==> config.mk <==
export PLATFORM = sky130hd
export DESIGN_NAME = light_level_seq
export DESIGN_NICKNAME = d
export VERILOG_FILES = /design/src/rtl/light_level_seq.sv
export SDC_FILE = /design/constraint.sdc
export NUM_CORES = 1
export LEC_CHECK = 0
export CAP_MARGIN = 25
export CORE_MARGIN = 8
export CORE_UTILIZATION = 30
export DETAILED_ROUTE_END_ITERATION = 12
export GPL_TIMING_DRIVEN = 0
export HOLD_SLACK_MARGIN = 0.12
export RECOVER_POWER = 25
export SETUP_SLACK_MARGIN = 0.5
export SLEW_MARGIN = 40
export SYNTH_ARGS = -nofsm -noshare
export SYNTH_HDL_FRONTEND = slang
export SYNTH_SLANG_ARGS = --single-unit
==> constraint.sdc <==
create_clock -name clk -period 3.6 [get_ports clk]
set_input_delay 0.72 -clock clk [delete_from_list [all_inputs] [get_ports clk]]
set_output_delay 0.72 -clock clk [all_outputs]
set_load 0.03 [all_outputs]
==> src/rtl/light_level_seq.sv <==
// Steps a 4-level light toward a requested level by issuing paced btn_up/btn_down pulses.
// Optional auto-off (macro LIGHT_AUTO_OFF_EN) walks the light down to 0 after TIMEOUT idle cycles.
module light_level_seq #(
  parameter int STEP_GAP = 4,
  parameter int TIMEOUT  = 1000
) (
  input  logic       clk,
  input  logic       reset,
  input  logic       man_up,
  input  logic       man_down,
  input  logic       tgt_valid,
  input  logic [1:0] tgt_level,
  output logic       tgt_ready,
  output logic       step_up,
  output logic       step_down,
  output logic [1:0] level,
  output logic       busy
);

  localparam logic [1:0] IDLE = 2'd0;
  localparam logic [1:0] STEP = 2'd1;
  localparam logic [1:0] GAP  = 2'd2;

  if (STEP_GAP < 1 || STEP_GAP > 255 || TIMEOUT < 1) begin : g_param_check
    $error("light_level_seq: STEP_GAP or TIMEOUT out of range");
  end

  logic [1:0] state, state_nxt;
  logic [1:0] target, target_nxt;
  logic [1:0] level_nxt, goal;
  logic [7:0] gap_cnt, gap_nxt;
  logic       up_nxt, down_nxt, start;
  logic       man_pulse, accept, fire;

  // Pressing both buttons at once cancels out and is treated as no pulse at all.
  assign man_pulse = man_up ^ man_down;
  assign tgt_ready = (state == IDLE) && !man_pulse && !fire && !reset;
  assign accept    = tgt_valid && tgt_ready;
  assign busy      = (state != IDLE);

`ifdef LIGHT_AUTO_OFF_EN
  localparam int IW = (TIMEOUT < 2) ? 1 : $clog2(TIMEOUT + 1);
  logic [IW-1:0] idle_cnt;

  assign fire = (state == IDLE) && !man_pulse && (level != 2'd0) &&
                (idle_cnt == IW'(TIMEOUT - 1));

  always_ff @(posedge clk or posedge reset) begin
    if (reset)
      idle_cnt <= '0;
    else if (state != IDLE || man_pulse || accept || fire || level == 2'd0)
      idle_cnt <= '0;
    else
      idle_cnt <= idle_cnt + 1'b1;
  end
`else
  assign fire = 1'b0;
`endif

  // A manual pulse always wins: it is forwarded and any running sequence is dropped.
  always_comb begin
    state_nxt  = state;
    target_nxt = target;
    gap_nxt    = gap_cnt;
    goal       = target;
    start      = 1'b0;
    up_nxt     = 1'b0;
    down_nxt   = 1'b0;
    if (man_pulse) begin
      state_nxt = IDLE;
      gap_nxt   = 8'd0;
      up_nxt    = man_up;
      down_nxt  = man_down;
    end else begin
      case (state)
        IDLE: begin
          if (fire) begin
            target_nxt = 2'd0;
            goal       = 2'd0;
            start      = 1'b1;
          end else if (accept) begin
            target_nxt = tgt_level;
            goal       = tgt_level;
            start      = (tgt_level != level);
          end
        end
        STEP: begin
          state_nxt = GAP;
          gap_nxt   = 8'(STEP_GAP - 1);
        end
        GAP: begin
          if (gap_cnt <= 8'd1) begin
            gap_nxt = 8'd0;
            if (level == target) state_nxt = IDLE;
            else                 start     = 1'b1;
          end else begin
            gap_nxt = gap_cnt - 8'd1;
          end
        end
        default: state_nxt = IDLE;
      endcase
      if (start) begin
        state_nxt = STEP;
        up_nxt    = (goal > level);
        down_nxt  = (goal < level);
      end
    end
  end

  always_comb begin
    level_nxt = level;
    if (up_nxt && level != 2'd3)        level_nxt = level + 2'd1;
    else if (down_nxt && level != 2'd0) level_nxt = level - 2'd1;
  end

  always_ff @(posedge clk or posedge reset) begin
    if (reset) begin
      state     <= IDLE;
      target    <= 2'd0;
      level     <= 2'd0;
      gap_cnt   <= 8'd0;
      step_up   <= 1'b0;
      step_down <= 1'b0;
    end else begin
      state     <= state_nxt;
      target    <= target_nxt;
      level     <= level_nxt;
      gap_cnt   <= gap_nxt;
      step_up   <= up_nxt;
      step_down <= down_nxt;
    end
  end

endmodule

# Yosys cells after proc, flatten, opt, wreduce, memory -nomap -nowiden
# Index checks and enable logic that the tools add are counted.
[totals]
reg_bits = 16
input_bits = 7
out_inout_bits = 6
word_cells = 56
[op_classes]
addsub = 3
order_cmp = 3
n_eq_ne = 8
n_mux = 22
bitwise = 1
reduce_logical = 13
[ops]
columns = ["cell", "n"]
rows = [
  ["2-bit 2-to-1 mux", 9],
  ["8-bit 2-to-1 mux", 2],
  ["8-bit one-hot mux with 2 select lines", 1],
  ["8-bit by 1-bit <= comparator with 1-bit output, second input constant", 1],
  ["1-bit 2-to-1 mux", 8],
  ["4-bit inequality test, second input constant", 2],
  ["8-bit by 1-bit subtractor with 8-bit output, second input constant", 1],
  ["2-bit one-hot mux with 3 select lines", 1],
  ["2-bit nonzero test", 3],
  ["1-bit logical AND", 5],
  ["3-bit by 2-bit inequality test with 1-bit output, second input constant", 1],
  ["3-bit AND reduction", 1],
  ["3-bit nonzero test", 1],
  ["2-bit by 1-bit adder with 2-bit output, second input constant", 1],
  ["2-bit by 1-bit equality test with 1-bit output, second input constant", 1],
  ["2-bit equality test", 1],
  ["2-bit equality test, second input constant", 1],
  ["2-bit greater-than comparator", 1],
  ["1-bit zero test", 2],
  ["2-bit zero test", 1],
  ["2-bit < comparator", 1],
  ["2-bit inequality test", 1],
  ["2-bit inequality test, second input constant", 1],
  ["1-bit one-hot mux with 2 select lines", 1],
  ["other kinds (2)", 2],
]

# Depth between registers and ports, before layout
[logic_depth]
ltp_word = 14
depth_mapped = 12

# Worst setup path before layout
# Ideal clock, no wire load.
[synth_path]
path_kind = "input to register"
startpoint = "in man_up"
endpoint = "reg level[0]"
setup_time_ps = 126
t_arrival_ps = 2758
t_required_ps = 3474
path_slack_ps = 716
cell_stages = 9
path_buffers = 0
path_cell_list = "xnor2_2 > nand3_2 > mux2_2 > ha_1 > a21o_1 > or4_4 > o221ai_4 > xnor2_1 > a221o_1"
[synth_between]
elab_chain_cells = 13
word_cells_on_any_way = 21
[synth_lines]
columns = ["element", "line", "rtl"]
rows = [
  ["from (decl)", "9", "input logic man_up,"],
  ["1-bit bitwise XOR *", "36", "assign man_pulse = man_up ^ man_down;"],
  ["1-bit zero test", "37", "assign tgt_ready = (state == IDLE) && !man_pulse && !fire && !reset;"],
  ["1-bit logical AND (2 in series)", "37", ""],
  ["1-bit logical AND", "38", "assign accept = tgt_valid && tgt_ready;"],
  ["2-bit 2-to-1 mux", "81", "end else if (accept) begin"],
  ["2-bit 2-to-1 mux", "-", ""],
  ["2-bit 2-to-1 mux", "69", "if (man_pulse) begin"],
  ["2-bit < comparator", "105", "down_nxt = (goal < level);"],
  ["1-bit 2-to-1 mux", "102", "if (start) begin"],
  ["1-bit 2-to-1 mux *", "69", ""],
  ["named net down_nxt", "32", "logic up_nxt, down_nxt, start;"],
  ["1-bit logical AND *", "113", "else if (down_nxt && level != 2'd0) level_nxt = level - 2'd1;"],
  ["2-bit nonzero test (no source line) *", "-", ""],
  ["to (signal assigned)", "127", "level <= level_nxt;"],
  ["to (decl)", "16", "output logic [1:0] level,"],
]
# The timed path passes the listed nets; every way through them passes the cells marked *. The select of a mux whose other input is x is not followed.
# A chain may end at the register's enable or synchronous reset.

# Worst setup path after layout
[layout_path]
startpoint = "in reset"
endpoint = "reg level[0]"
[layout_between]
elab_chain_cells = 11
word_cells_on_any_way = 19
[layout_lines]
columns = ["element", "line", "rtl"]
rows = [
  ["from (decl)", "8", "input logic reset,"],
  ["1-bit zero test (no source line) *", "-", ""],
  ["1-bit logical AND *", "37", ""],
  ["1-bit logical AND *", "38", ""],
  ["2-bit 2-to-1 mux", "81", ""],
  ["2-bit 2-to-1 mux", "-", ""],
  ["2-bit 2-to-1 mux", "69", ""],
  ["2-bit < comparator", "105", ""],
  ["1-bit 2-to-1 mux *", "102", ""],
  ["1-bit 2-to-1 mux *", "69", ""],
  ["named net down_nxt", "32", ""],
  ["1-bit logical AND *", "113", ""],
  ["2-bit nonzero test (no source line) *", "-", ""],
]
# Marks and branches as above.

==> results.tsv <==
stage	metric	value	unit
setup_path	Worst path max stage delay	0.58	ns
cells_and_area	commonest cells after routing, fill and taps aside	dfrtp_1, inv_1, clkdlybuf4s50_1	
logic_synthesis	XOR/XNOR Fraction of Synth Area	8.16	%
clock_network	clock transition at the registers of the reported paths	0.10	ns
logic_synthesis	Mapped Cells	107	
sta	setup skew after layout	0.00570	ns
pwr	NetSw	0.338	mW
grt	gr ovfl total	0	
logic_synthesis	combinational family with the most area after synthesis	simple AND/OR/NAND/NOR gates	
place	DP Area	1220	um2
clock_network	# hold bufs at CTS	0	
sta	final setup TNS	0	ns
floorplan	Starting Density	31.2	%
logic_synthesis	Netlist Area Pre-Place	1040	um2
cells_and_area	commonest non-fill, non-tap cell in the layout	dfrtp_1	
grt	pin count of the biggest net entering global routing	17	
sta	Slew headroom	57.1	%
setup_path	CP Cell Sequence	dlygate4sd3_1, nor3_2, nand3_2, mux2_2, ha_1, a21o_1, or4_4, o221ai_4, xnor2_1, a221o_1	
routing	Starting DRT DRC Count	30	
routing	routed vias	829	
logic_synthesis	Post-Syn Nets	118	
sta	Setup Viol. Count Final	0	
routing	Residual DRC	0	
grt	overall routing resource usage	9.02	%
cells_and_area	area delta synth->final	22.6	%
setup_path	Worst Path Buf+Inv	1	
min_path	worst min path class	reg -> reg	
setup_path	crit path max-delay cell type	dlygate4sd3_1	
pwr	Max rail drop VDD	0.429	mV
sta	minimum clock period	3.12	ns
sta	Slew Viols, Final	0	
place	Port Buf Inserts	12	
routing	First-pass DRT Iterations	4	
setup_path	CP Data Required Time	3.79	ns
logic_synthesis	Syn Area/Cell	9.74	um2
pwr	Flop pwr share	31.6	%
logic_synthesis	sequential share of the synthesized area	38.4	%
pwr	combinational power share	52.6	%
sta	achievable frequency	321	MHz
setup_path	Worst Path Class, Setup	in -> reg	
logic_synthesis	Post-Synth Simple-Gate Area	19.9	%
cells_and_area	post-route insts no fill	172	
min_path	WHS Path Cells	1	
sta	worst-margin pin slew	0.643	ns
logic_synthesis	post-synthesis mux area share	4.32	%
grt	first-pass GRT wire length	3890	um
place	DP HPWL	1720	um
setup_path	Reg2Reg Depth	10	
clock_network	H-tree depth	1	
logic_synthesis	Synth Area in Compound Gates	19.3	%
cells_and_area	ANT cells	0	
grt	initial antenna violation count	0	
clock_network	worst skew pair latency	0.30	ns
clock_network	root buffer cell	clkbuf_4	
cells_and_area	share of layout cells above drive strength 1	16.7	%
clock_network	CTS tree	yes	
setup_path	CP Depth	10	
clock_network	clock sinks	16	
cells_and_area	fin nets	138	
cells_and_area	post-route cell area	1280	um2
pwr	clock group share of total power	15.8	%
logic_synthesis	count of different cell masters after synthesis	38	
pwr	Power Density	626	nW/um2
floorplan	die area	5620	um2
setup_path	family with the most delay on the worst path	simple AND/OR/NAND/NOR gates	
pwr	sw frac	42.3	%
routing	DR WL/cell	13.2	um
sta	setup ws final	0.483	ns
setup_path	crit start category	primary input	
grt	number of global-route vias before repair	874	
floorplan	Die X	74.9	um
routing	DRT Wirelength	2270	um
logic_synthesis	Adder-Cell Fraction of Synth Area	4.80	%
routing	antenna-violating nets left	0	
pwr	LEAKAGE	0.555	nW
setup_path	CP endpoint kind	register	
clock_network	number of buffers created by CTS	3	
floorplan	Rows	21	
place	RD Place Congestion	0.771	
place	placed insts	165	
logic_synthesis	FF+latch count, synth	16	
pwr	Int Pwr	0.461	mW
place	pre-CTS setup slack	-0.136	ns
sta	Final Hold Viols	0	
setup_path	largest fanout on the critical path	4	
floorplan	Die Ht	74.9	um
cells_and_area	final core occ	38.3	%
floorplan	IO Count	13	
sta	RSZ-0062 raised after global routing	no	
clock_network	CTS Buffer Depth	2	
outcome	status	completed	
floorplan	CORE AREA	3340	um2
flow_run	max-cap check violation count	0	
logic_synthesis	Synth Warn #	0	
routing	vias per cell	4.82	
setup_path	Worst EP arrival	3.31	ns
sta	Final period util	86.6	%
[repair_timing]
item,4_1_cts,5_1_grt
pin swaps,1,3
setup buffers,1,2
gates resized for setup,2,3
endpoints found under the setup margin,3,1
[power by group through the flow]
stage          clock [mW]  combinational [mW]  sequential [mW]
6_report            0.126               0.421            0.253
3_3_place_gp            0               0.394            0.255
5_1_grt             0.140               0.468            0.260
3_5_place_dp            0               0.403            0.257
4_1_cts             0.131               0.406            0.253
2_1_floorplan           0               0.272            0.278
[kinds of logic after synthesis]
kind of cell	count (synthesis)
simple gates	35
fa+ha+maj	4
xor+xnor	8
mux	4
compound gates	26
buf+inv	14
flops	16
[state kept, by name, indices dropped and copies added, names as in the netlist]
name	cells
gap_cnt	8
step_up	1
state	2
step_down	1
target	2
level	2
[Yosys cell counts]
cell	number	area share, %
a311oi_1	1	0.84
nand3_1	3	1.4
o211ai_4	1	2.0
nand4_1	3	1.8
ha_1	4	4.8
xnor2_2	1	1.6
nand2_1	8	2.9
and3_1	1	0.60
nand3_2	1	0.96
inv_1	12	4.3
or2_1	1	0.60
mux2_2	3	3.2
a221o_1	1	0.96
nand2b_1	4	2.4
o41ai_1	1	0.84
nor2_1	5	1.8
o21ai_1	2	0.96
a21o_1	3	2.2
nor2b_1	1	0.60
or4_4	2	2.2
o22ai_1	2	1.2
nor3b_1	1	0.72
xor2_2	1	1.6
o221ai_4	1	2.5
xor2_1	4	3.4
o21ai_0	4	1.9
mux2_1	1	1.1
a211oi_1	1	0.72
nor3_1	3	1.4
a21oi_1	6	2.9
nor3_2	1	0.96
nor3_4	1	1.6
o211ai_1	1	0.72
a32o_1	1	0.96
dfrtp_1	16	38
xnor2_1	2	1.7
clkbuf_1	2	0.72
a31oi_1	1	0.60
[layout make-up]
type                            count  area [um2]
Multi-Input combinational cell     77         594
Fill cell                         349        2060
Clock buffer                        4        36.3
Timing Repair Buffer               15         136
Sequential cell                    16         400
Tap cell                           46        57.6
Inverter                           12        45.0
Buffer                              2        7.51
[stage by stage]
step | power, mW | hold WS (ns)
floorplan | 0.551 | 0.485
global placement | 0.649 | 0.512
detailed placement | 0.660 | 0.516
CTS | 0.790 | 0.531
global route | 0.868 | 0.567
finish | 0.799 | 0.540
[path summary, 6_finish.rpt]
path / slack [ns] / to / start
max in group asynchronous: 2.19 / step_up / reset
min reg2reg: 0.54 / gap_cnt[6] / gap_cnt[6]
min in group asynchronous: 1.00 / gap_cnt[2] / reset
max: 0.48 / level[0] / reset
min: 0.54 / gap_cnt[6] / gap_cnt[6]
max reg2reg: 0.78 / level[0] / state[1]
[per-layer routing]
layer  global-route usage, %  vias up  wire length (um)
li1                        -      421                 -
met1                    9.20      395               907
met2                    16.6       11              1270
met3                    3.73        2                84
met4                    1.96        0                 7
met5                       0        -                 0
Note: power is estimated with default switching activity, not from simulation.
